===== src/rtl/bridge_arbiter.sv =====
// bridge_arbiter: two-master round-robin arbiter and access sequencer for the
// bridge's processor-side bus. One access is in flight at a time; it is held
// until dev_ready or until the timeout counter expires.
module bridge_arbiter #(
  parameter int unsigned TIMEOUT = 255
) (
  input  logic        clk,
  input  logic        reset_n,
  input  logic        m0_req,
  input  logic [31:0] m0_addr,
  input  logic [31:0] m0_wd,
  input  logic [3:0]  m0_be,
  input  logic        m0_we,
  output logic        m0_ack,
  output logic [31:0] m0_rd,
  output logic        m0_err,
  input  logic        m1_req,
  input  logic [31:0] m1_addr,
  input  logic [31:0] m1_wd,
  input  logic [3:0]  m1_be,
  input  logic        m1_we,
  output logic        m1_ack,
  output logic [31:0] m1_rd,
  output logic        m1_err,
  output logic [31:0] PrAddr,
  output logic [31:0] PrWD,
  output logic [3:0]  PrBE,
  output logic        PrWe,
  input  logic [31:0] PrRD,
  input  logic        dev_ready,
  output logic        busy,
  output logic [1:0]  grant
);

  localparam int unsigned   CW           = $clog2(TIMEOUT + 1);
  localparam logic [CW-1:0] CNT_LAST     = CW'(TIMEOUT - 1);
  localparam logic [31:0]   TIMEOUT_DATA = 32'h16231138;

  typedef enum logic [1:0] {
    IDLE,
    ACCESS,
    DONE
  } state_t;

  state_t        state;
  state_t        state_next;
  logic          last_grant;  // 1 = master 1 owned the previous access
  logic          owner;       // 1 = master 1 owns the current access
  logic          we_q;
  logic [CW-1:0] cnt;
  logic [31:0]   rd_q;
  logic          err_q;
  logic          any_req;
  logic          pick_m1;
  logic          cnt_expired;

  // Round-robin choice: a lone requester wins; on a tie the master that did not go last wins.
  always_comb begin
    any_req     = m0_req | m1_req;
    pick_m1     = m1_req & (~m0_req | ~last_grant);
    cnt_expired = (cnt == CNT_LAST);
  end

  // State register.
  always_ff @(posedge clk or negedge reset_n) begin
    if (!reset_n) begin
      state <= IDLE;
    end else begin
      state <= state_next;
    end
  end

  // Next-state logic; dev_ready takes priority over an expiring timeout.
  always_comb begin
    state_next = state;
    case (state)
      IDLE:    if (any_req) state_next = ACCESS;
      ACCESS:  if (dev_ready || cnt_expired) state_next = DONE;
      DONE:    state_next = IDLE;
      default: state_next = IDLE;
    endcase
  end

  // Access payload latch, arbitration history, wait counter and response capture.
  always_ff @(posedge clk or negedge reset_n) begin
    if (!reset_n) begin
      last_grant <= 1'b1;
      owner      <= 1'b0;
      we_q       <= 1'b0;
      cnt        <= '0;
      PrAddr     <= '0;
      PrWD       <= '0;
      PrBE       <= '0;
      rd_q       <= '0;
      err_q      <= 1'b0;
    end else begin
      case (state)
        IDLE: begin
          if (any_req) begin
            owner      <= pick_m1;
            last_grant <= pick_m1;
            PrAddr     <= pick_m1 ? m1_addr : m0_addr;
            PrWD       <= pick_m1 ? m1_wd   : m0_wd;
            PrBE       <= pick_m1 ? m1_be   : m0_be;
            we_q       <= pick_m1 ? m1_we   : m0_we;
            cnt        <= '0;
          end
        end
        ACCESS: begin
          if (dev_ready) begin
            rd_q  <= PrRD;
            err_q <= 1'b0;
          end else if (cnt_expired) begin
            rd_q  <= TIMEOUT_DATA;
            err_q <= 1'b1;
          end else if (cnt != '1) begin
            cnt <= cnt + 1'b1;
          end
        end
        default: ;
      endcase
    end
  end

  // Outputs decoded from state; PrWe is combinational so an async reset drops it at once.
  always_comb begin
    PrWe   = 1'b0;
    busy   = 1'b0;
    grant  = '0;
    m0_ack = 1'b0;
    m0_rd  = '0;
    m0_err = 1'b0;
    m1_ack = 1'b0;
    m1_rd  = '0;
    m1_err = 1'b0;
    case (state)
      ACCESS: begin
        busy  = 1'b1;
        PrWe  = we_q;
        grant = owner ? 2'b10 : 2'b01;
      end
      DONE: begin
        busy = 1'b1;
        if (owner) begin
          m1_ack = 1'b1;
          m1_rd  = rd_q;
          m1_err = err_q;
        end else begin
          m0_ack = 1'b1;
          m0_rd  = rd_q;
          m0_err = err_q;
        end
      end
      default: ;
    endcase
  end

endmodule


===== config.mk =====
export PLATFORM = sky130hd
export DESIGN_NAME = bridge_arbiter
export DESIGN_NICKNAME = d
export VERILOG_FILES = /design/src/rtl/bridge_arbiter.sv
export SDC_FILE = /design/constraint.sdc
export NUM_CORES = 1
export LEC_CHECK = 0
export CAP_MARGIN = 20
export CORE_MARGIN = 2
export CORE_UTILIZATION = 35
export CTS_CLUSTER_SIZE = 8
export DETAILED_ROUTE_END_ITERATION = 10
export HOLD_SLACK_MARGIN = 0.03
export PLACE_DENSITY_LB_ADDON = 0.3
export SLEW_MARGIN = 15
export SYNTH_ARGS = -nofsm -noshare
export SYNTH_HDL_FRONTEND = slang
export SYNTH_SLANG_ARGS = --single-unit

===== constraint.sdc =====
create_clock -name clk -period 1.9 [get_ports clk]
set_input_delay 0.475 -clock clk [delete_from_list [all_inputs] [get_ports clk]]
set_output_delay 0.475 -clock clk [all_outputs]
set_load 0.05 [all_outputs]

==> run summary, run 1 <==
top_reg_cell synth: dfrtp_1
max cap viols: 0
Detailed Place HPWL: 14900 um
PwrDens: 1680 mW/mm^2
Worst Path Required: 1.42 ns
leakage power: 4.86 nW
Die Height: 131 um
vias in the first global route: 5818
Worst Setup End Kind: output port
cts bufs inserted: 17
largest family of logic cells by synthesized area: simple AND/OR/NAND/NOR gates
drt initial violations: 174
DR vias/cell: 5.00
number of flops mapped to enable cells by yosys: 0
CTS tree: built
failing checks: setup timing
RSZ-0062 raised after global routing: yes
Peak VDD IR: 0.000992 V
Seq/Total Area, Yosys: 0.504
XOR/XNOR share of the synthesized area: 0
Adder-Cell Fraction of Synth Area: 0.0133
placed instance area: 0.00976 sq mm
Syn Nets: 724
initial antenna violation count: 2
Initial Utilization: 0.358
ys async rst share: 1.00
Nets: 1056
num rows: 46
final wirelength: 20100 um
Post-route DRC: 0
Clk Tree Root Cell: clkbuf_16
later-pin clock latency in the skew report: 0.41 ns
DR pass1 iterations: 6
die area: 0.0172 sq mm
Syn Inst Count: 543
routability congestion estimate from global placement: 0.888
Critical R2R Launch: state[1]
Hold Crit Start: PrAddr[21]
TritonCTS Sinks: 114
final core occ: 0.688
Final setup viols: 74
Area growth syn-to-layout: 92.1%
crit path time final: 2.21 ns
worst hold path type: register to register
final setup skew: 0.0102 ns
Slew Viols, Final: 0
Netlist cell types: 47
maximum clock path buffer count: 2
port bufs: 314
#FFs+latches synth: 114
multiplexer share of the synthesized area: 0.125
Synth Area per Inst: 10.4 sq um
largest net degree at the start of global routing: 75
gr usage total: 0.236
Worst Setup SP: state[0]
Worst Setup Start Kind: register
Design Area, Final: 0.0109 sq mm
endpoints failing hold: 0
Slew headroom: 0.574
die width: 131 um
htree depth: 4
fmax: 0.453 GHz
Design Power: 18.3 mW
crit path DAT: 1.73 ns
gr ovfl total: 0
Place WS: -0.211 ns
outcome: finished with violations
Core Area: 0.0158 sq mm
via count: 5525
crit-path max FO: 34
clk slew on worst S/H paths: 0.05 ns
worst-margin pin slew: 0.637 ns
I/O pin total: 315
first-pass GRT wire length: 32000 um
WL/cell: 18.2 um
number of routed nets with antenna violations: 0
final setup margin: -0.309 ns
Synth Area in Simple Gates: 0.161
Crit Path Category: register to output port
Post-Synthesis Cell Area: 0.00566 sq mm
share of cells above drive strength 1: 0.345
fin cells: 1105
crit share post-route: 1.16
yosys warns: 0
placed insts: 1054
complex-gate fraction of the synthesized area: 0.155
-- metrics by stage --
step / hold slack (ns) / TNS (ns)
after CTS: 0.478 / -16.72
after floorplan: 0.179 / -0.287
after global routing: 0.493 / -23.30
after global placement: 0.342 / -6.47
final: 0.481 / -18.28
after detailed placement: 0.348 / -11.06
-- worst max-delay path: stages, from the launching register on --
cell and delay (ns):
dfrtp_1 0.40, inv_2 0.10, ha_4 0.15, nor2b_4 0.16
buf_12 0.19, and2_2 0.19, buf_12 0.14
-- report_power, final --
part / internal [mW] / switching, mW / leakage, nW
Clock: 2.42 / 1.08 / 0.323
Sequential: 3.58 / 0.843 / 1.40
Combinational: 4.17 / 6.21 / 3.13
-- final cells by class --
type	instances	area, sq um
inverter	4	17.5
antenna	2	5.00
sequential	114	2860
multi-input combinational	383	2910
clock inverter	10	179
timing repair buffer	355	4180
fill	1102	4950
clock buffer	21	470
tap	216	270
-- layout by cell type, fill, tap and decap left out, types with 3 or more instances in the layout --
cell type	netlist	layout
a211o_1	4	4
a21oi_1	4	4
a22o_1	22	22
a31oi_1	4	4
and2_2	0	19
and2_4	0	17
and3_4	0	33
buf_12	0	81
buf_4	8	92
buf_6	3	5
bufinv_16	0	5
clkbuf_16	0	18
clkbuf_8	0	3
clkdlybuf4s50_1	0	173
clkinv_2	0	4
dfrtp_1	113	111
ha_4	0	3
mux2i_1	69	69
nand2_1	76	76
nor2_1	3	3
nor3_1	4	4
o21ai_0	45	45
o21ai_1	30	29
o22a_1	11	11
-- state kept, by name (all words and copies together) (netlist names) --
signal      flops
last_grant      1
we_q            1
cnt             8
PrAddr         32
owner           1
PrBE            4
rd_q           32
PrWD           32
state           2
err_q           1
-- logic make-up after synthesis --
family          count (synthesis)
fa+ha+maj                       6
buf+inv                        46
mux                            70
compound gates                133
flops                         114
simple gates                  174
-- metal layers --
metal | global-route usage | up-vias | part of all wire
li1 | - | 2597 | -
met3 | 0.0814 | 37 | 0.086
met2 | 0.421 | 277 | 0.52
met4 | 0.103 | 0 | 0.028
met1 | 0.254 | 2614 | 0.37
met5 | 0 | - | 0
-- timing repair --
| action | 4_1_cts | 5_1_grt |
|---|---|---|
| buffers inserted | 7 | 10 |
| gates cloned | 1 | 1 |
| pin swaps | 7 | 13 |
| gates resized for setup | 56 | 13 |
| hold endpoints to repair | 9 | 0 |
| hold buffers | 1 | 0 |
| setup endpoints to repair | 71 | 77 |
-- synthesized netlist by cell type, types with 2 or more instances --
library cell  number  share of area
a211o_1            4         0.0062
a21o_1             2         0.0026
a21oi_1            4         0.0035
a22o_1            22          0.034
a31oi_1            4         0.0044
and2_1            37          0.041
and3_1            35          0.039
and4_1             2         0.0031
buf_2              9         0.0080
buf_4              8          0.011
buf_6              3         0.0060
clkbuf_1          21          0.014
dfrtp_1          113           0.50
ha_1               6          0.013
inv_1              4         0.0026
mux2i_1           69           0.12
nand2_1           76          0.050
nand4_1            2         0.0022
nor2_1             3         0.0020
nor2b_1            4         0.0044
nor3_1             4         0.0035
o211a_1            2         0.0035
o211ai_1           2         0.0026
o21ai_0           45          0.040
o21ai_1           30          0.027
o22a_1            11          0.017
-- path summary, 6_finish.rpt --
kind | to | slack, ns | depth (start not counted)
hold / removal | PrAddr[21] | 0.48 | 2
hold reg to reg | PrAddr[21] | 0.48 | 2
setup / recovery | m0_rd[15] | -0.31 | 6
max in group asynchronous | last_grant | 0.82 | 3
setup reg to reg | cnt[7] | 0 | 8
min in group asynchronous | rd_q[0] | 0.49 | 2
Note: power is estimated with default switching activity, not from simulation.
==> run 2: changes to the inputs <==
--- a/config.mk
+++ b/config.mk
@@ -8,10 +8,12 @@
 export CAP_MARGIN = 20
 export CORE_MARGIN = 2
 export CORE_UTILIZATION = 35
+export CTS_CLUSTER_DIAMETER = 40
 export CTS_CLUSTER_SIZE = 8
 export DETAILED_ROUTE_END_ITERATION = 10
 export HOLD_SLACK_MARGIN = 0.03
 export PLACE_DENSITY_LB_ADDON = 0.3
+export SKIP_CTS_REPAIR_TIMING = 1
 export SLEW_MARGIN = 15
 export SYNTH_ARGS = -nofsm -noshare
 export SYNTH_HDL_FRONTEND = slang
==> run 2 against run 1 <==
The flow still finishes with violations (setup timing); worst setup slack worse by 0.074 ns; non-clock buffer count decreased by 10; clock power hardly changed; clock skew is essentially flat; utilization is 1.7 points lower; hold slack about the same; first-iteration DRC count increased by 4.0%; sequential share of layout area is 0.66 points higher; via count is 1.0% lower; final area fell by 2.5%; combinational power decreased by 5%; largest cell class unchanged; largest power group unchanged; highest routed layer unchanged.
==> run summary, run 2 (synthesized netlist as in run 1, its figures left out) <==
GR Util met2: 0.406 (-0.0158)
Slew headroom: 0.567 (-0.00637)
clk slew on worst S/H paths: 0.06 ns (about the same)
max cap viols: 0 (unchanged)
WL/cell: 17.8 um (-2.1%)
Final setup viols: 72 (-2.7%)
Regs by FF count: PrAddr x32, PrWD x32, rd_q x32
DR pass1 iterations: 6 (unchanged)
RSZ-0062 raised after global routing: yes
most frequent cells in the layout: 173 x clkdlybuf4s50_1, 112 x dfrtp_1, 84 x buf_4
Area growth syn-to-layout: 87.3%
crit share post-route: 1.20 (+0.0387)
DR vias/cell: 4.99 (-0.15%)
leakage power: 4.87 nW (+0.24%)
number of routed nets with antenna violations: 0 (unchanged)
Worst Path Required: 1.42 ns (about the same)
GR Util met1: 0.244 (-0.00939)
largest net degree at the start of global routing: 75 (unchanged)
Slew Viols, Final: 0 (unchanged)
Most Crowded Layer GR: met2
Worst Setup End Kind: output port
final setup margin: -0.382 ns (-0.0735 ns)
die area: 0.0172 sq mm (unchanged)
worst hold path type: input pin to asynchronous set/reset pin
Worst Setup Start Kind: register
worst-margin pin slew: 0.647 ns (+0.00952 ns)
Place WS: -0.211 ns (unchanged)
routability congestion estimate from global placement: 0.888 (unchanged)
fmax: 0.438 GHz (-3.2%)
final wirelength: 19500 um (-3.0%)
Post-route DRC: 0 (unchanged)
Nets: 1046 (-0.95%)
via count: 5467 (-1.0%)
crit-path max FO: 8 (-76%)
Detailed Place HPWL: 14900 um (unchanged)
maximum clock path buffer count: 2 (unchanged)
commonest non-fill, non-tap cell in the layout: clkdlybuf4s50_1
I/O pin total: 315 (unchanged)
crit path DAT: 1.81 ns (+0.08 ns)
final setup skew: 0.0103 ns (+0.0000389 ns)
met3 Resource Use GR: 0.0822 (+0.000772)
htree depth: 4 (unchanged)
later-pin clock latency in the skew report: 0.41 ns (about the same)
Peak VDD IR: 0.000987 V (-0.58%)
TritonCTS Sinks: 114 (unchanged)
initial antenna violation count: 2 (unchanged)
final core occ: 0.670 (-0.0172)
die width: 131 um (unchanged)
Crit Path Category: register to output port
Core Area: 0.0158 sq mm (unchanged)
failing checks: setup timing
first-pass GRT wire length: 30900 um (-3.3%)
vias in the first global route: 5651 (-2.9%)
gr usage total: 0.228 (-0.00829)
port bufs: 314 (unchanged)
num rows: 46 (unchanged)
cts bufs inserted: 17 (unchanged)
PwrDens: 1680 mW/mm^2 (-0.12%)
drt initial violations: 181 (+4.0%)
crit path time final: 2.28 ns (+0.0735 ns)
share of cells above drive strength 1: 0.296 (-0.0485)
Clk Tree Root Cell: clkbuf_16
Die Height: 131 um (unchanged)
outcome: finished with violations
endpoints failing hold: 0 (unchanged)
gr ovfl total: 0 (unchanged)
Initial Utilization: 0.358 (unchanged)
CTS tree: built
run 2: worst max-delay path, cell delays in order, from the launching register on:
cell       delay, ns
dfrtp_1         0.40
inv_2           0.10
ha_4            0.13
nor2b_4         0.19
clkbuf_16       0.17
buf_8           0.12
and2_4          0.16
buf_12          0.13
run 2: area by class of cell:
class | instances | area, sq um
sequential | 114 | 2860
multi-input combinational | 383 | 2740
antenna | 2 | 5.00
clock inverter | 10 | 179
timing repair buffer | 345 | 4080
inverter | 4 | 15.0
clock buffer | 21 | 470
fill | 1152 | 5220
tap | 216 | 270
run 2: report_power, final:
| group | switching (mW) | internal (mW) |
|---|---|---|
| Sequential | 0.818 | 3.58 |
| Combinational | 6.05 | 3.88 |
| Clock | 1.08 | 2.42 |
run 2: layer usage:
metal / vias up / part of all wire
met3: 35 / 0.091
met4: 0 / 0.027
met1: 2571 / 0.37
met5: - / 0
li1: 2580 / -
met2: 281 / 0.51
run 2: worst paths after layout:
path | start | endpoint | slack (ns) | depth (start not counted)
setup / recovery | state[0] | m0_rd[25] | -0.38 | 7
hold / removal | reset_n | rd_q[0] | 0.48 | 2
setup reg to reg | cnt[0] | cnt[7] | 0.06 | 5
hold reg to reg | PrAddr[21] | PrAddr[21] | 0.48 | 2
max in group asynchronous | reset_n | last_grant | 0.82 | 3
min in group clk | PrAddr[21] | PrAddr[21] | 0.48 | 2
run 2: through the flow:
| step | total power, mW | setup TNS (ns) | hold slack, ns | cell area, sq um | cells |
|---|---|---|---|---|---|
| detailed placement | 14.1 | -11.06 | 0.348 | 9760 | 1054 |
| floorplan | 10.3 | -0.287 | 0.179 | 5740 | 543 |
| global placement | 13.8 | -6.47 | 0.342 | 9760 | 1054 |
| finish | 17.8 | -21.38 | 0.481 | 10600 | 1095 |
| global route | 18.8 | -28.05 | 0.493 | 10600 | 1095 |
| CTS | 17.7 | -25.87 | -0.0941 | 10400 | 1085 |
==> run 3: changes to the inputs <==
--- a/config.mk
+++ b/config.mk
@@ -7,12 +7,14 @@
 export LEC_CHECK = 0
 export CAP_MARGIN = 20
 export CORE_MARGIN = 2
-export CORE_UTILIZATION = 35
+export CORE_UTILIZATION = 36
+export CTS_BUF_LIST = sky130_fd_sc_hd__clkbuf_8
 export CTS_CLUSTER_DIAMETER = 40
 export CTS_CLUSTER_SIZE = 8
 export DETAILED_ROUTE_END_ITERATION = 10
 export HOLD_SLACK_MARGIN = 0.03
 export PLACE_DENSITY_LB_ADDON = 0.3
+export SETUP_SLACK_MARGIN = 0.3
 export SKIP_CTS_REPAIR_TIMING = 1
 export SLEW_MARGIN = 15
 export SYNTH_ARGS = -nofsm -noshare
==> run 3 against run 2 <==
Sequential power about the same; flip-flop and latch count did not move; the run still ends with setup timing left; utilization increased by 4.7 points; cell count increased by 2.2%; sequential share of layout area fell by 0.90 points; hold slack worse by 0.43 ns; final area rose by 3.5%; via count is 4.7% higher; largest cell class unchanged.
==> run summary, run 3 (synthesized netlist as in run 1, its figures left out) <==
I/O pin total: 315 (unchanged)
final wirelength: 21800 um (+12%)
Area growth syn-to-layout: 93.9%
final setup skew: 0.0106 ns (+0.000373 ns)
Crit path largest cell delay: 0.41 ns (about the same)
number of routed nets with antenna violations: 0 (unchanged)
fill cell count: 1078 (-6.4%)
CP delay by family, top: buffers and inverters
worst hold path type: input pin to asynchronous set/reset pin
Sum Neg Setup Slack: -20.17 ns (+1.20 ns)
outcome: finished with violations
Post-route DRC: 0 (unchanged)
storage element area: 0.00286 sq mm (about the same)
Worst Path Required: 1.42 ns (about the same)
reg2reg end: cnt[7]
Worst Setup Start Kind: register
Peak VDD IR: 0.00120 V (+22%)
commonest non-fill, non-tap cell in the layout: clkdlybuf4s50_1
endpoints failing hold: 0 (unchanged)
RSZ-0062 raised after global routing: yes
TritonCTS Sinks: 114 (unchanged)
Slew headroom: 0.720 (+0.153)
DR vias/cell: 5.12 (+2.5%)
share of cells above drive strength 1: 0.367 (+0.0703)
R2R Setup Slk: 0.13 ns (+0.07 ns)
clk slew on worst S/H paths: 0.07 ns (about the same)
maximum clock path buffer count: 2 (unchanged)
num rows: 45 (-2.2%)
Core Area: 0.0153 sq mm (-3.2%)
max cap viols: 0 (unchanged)
cts bufs inserted: 17 (unchanged)
worst path bufs/invs: 3 (-1)
drt initial violations: 227 (+25%)
port bufs: 314 (unchanged)
Clk Tree Root Cell: clkbuf_8
critical path's slowest cell: dfrtp_1
crit path DAT: 1.76 ns (-0.05 ns)
fmax: 0.448 GHz (+2.2%)
failing checks: setup timing
Critical R2R Launch: cnt[1]
later-pin clock latency in the skew report: 0.44 ns (+0.03 ns)
Multi-input gate area: 0.00295 sq mm (+7.6%)
leakage power: 4.96 nW (+1.9%)
DR pass1 iterations: 4 (-2)
htree depth: 4 (unchanged)
worst-margin pin slew: 0.418 ns (-0.229 ns)
die area: 0.0168 sq mm (-2.7%)
crit-path max FO: 28 (+20)
Slew Viols, Final: 0 (unchanged)
Final setup viols: 72 (unchanged)
most frequent cells in the layout: 171 x clkdlybuf4s50_1, 111 x dfrtp_1, 97 x buf_4
gr ovfl total: 0 (unchanged)
Regs by FF count: PrAddr x32, PrWD x32, rd_q x32
die width: 129 um (-1.4%)
Worst Setup End Kind: output port
final core occ: 0.717 (+0.0468)
initial antenna violation count: 0 (-2)
CTS tree: built
Register-to-Register Path Depth: 5 (unchanged)
WL/cell: 19.5 um (+9.2%)
gr usage total: 0.239 (+0.0105)
vias in the first global route: 5737 (+1.5%)
Detailed Place HPWL: 15300 um (+2.8%)
final setup margin: -0.333 ns (+0.0490 ns)
ANT cells: 0 (-2)
PwrDens: 1650 mW/mm^2 (-1.8%)
Initial Utilization: 0.370 (+0.0120)
via count: 5724 (+4.7%)
largest net degree at the start of global routing: 68 (-9.3%)
first-pass GRT wire length: 30800 um (-0.29%)
routability congestion estimate from global placement: 0.880 (-0.90%)
Die Height: 129 um (-1.4%)
crit share post-route: 1.18 (-0.0258)
Design Power: 18.1 mW (+1.7%)
cell mode on critical path: buf_12
Nets: 1076 (+2.9%)
crit path time final: 2.23 ns (-0.0490 ns)
Crit Path Category: register to output port
crit-path cells: inv_2 -> ha_4 -> nor2b_4 -> buf_12 -> and2_2 -> buf_12
-- run 3: cell count changes in the layout (fill, tap and decap cells not counted), sizes merged --
cell | before | now
inv | 5 | 4
bufinv | 5 | 3
clkdlybuf4s50 | 173 | 171
dlygate4sd3 | 1 | 0
buf | 170 | 193
clkinvlp | 0 | 2
dlymetal6s2s | 0 | 2
o21ai | 77 | 79
diode | 2 | 0
clkbuf | 22 | 30
-- run 3: power by group --
| group | switching (mW) | total [mW] | internal, mW |
|---|---|---|---|
| logic | 6.55 | 11.2 | 4.63 |
| registers | 0.845 | 4.42 | 3.58 |
| clock network | 1.02 | 2.52 | 1.50 |
-- run 3: how the worst max path moves through the flow --
stage | endpoint | start | cells after the start
2_1_floorplan | grant[0] | state[1] | 5
3_3_place_gp | PrWD[28] | m0_req | 6
3_5_place_dp | PrAddr[0] | m0_req | 6
4_1_cts | m0_rd[1] | state[0] | 6
5_1_grt | m0_rd[0] | state[0] | 6
6_report | m0_rd[1] | state[0] | 6
-- run 3: metal layers --
layer	vias up	share of wire	global-route usage
li1	2643	-	-
met1	2772	0.37	0.266
met2	279	0.52	0.431
met3	30	0.085	0.0797
met4	0	0.019	0.0740
met5	-	0	0
-- run 3: layout make-up --
class                           instances  share of cell area
Clock buffer                           23              0.0288
Sequential cell                       114               0.260
Multi-Input combinational cell        385               0.268
Timing Repair Buffer                  373               0.406
Clock inverter                          9              0.0114
Tap cell                              211              0.0240
Inverter                                4             0.00137
-- run 3: through the flow --
step | setup slack [ns] | area, sq um | std cells | hold WS (ns)
after detailed placement | -0.191 | 10100 | 1060 | 0.473
after global routing | -0.423 | 11000 | 1119 | 0.0562
final | -0.333 | 11000 | 1119 | 0.0502
after CTS | -0.405 | 10500 | 1092 | 0.0438
after global placement | -0.126 | 10100 | 1060 | 0.467
after floorplan | 0.173 | 5980 | 543 | 0.179
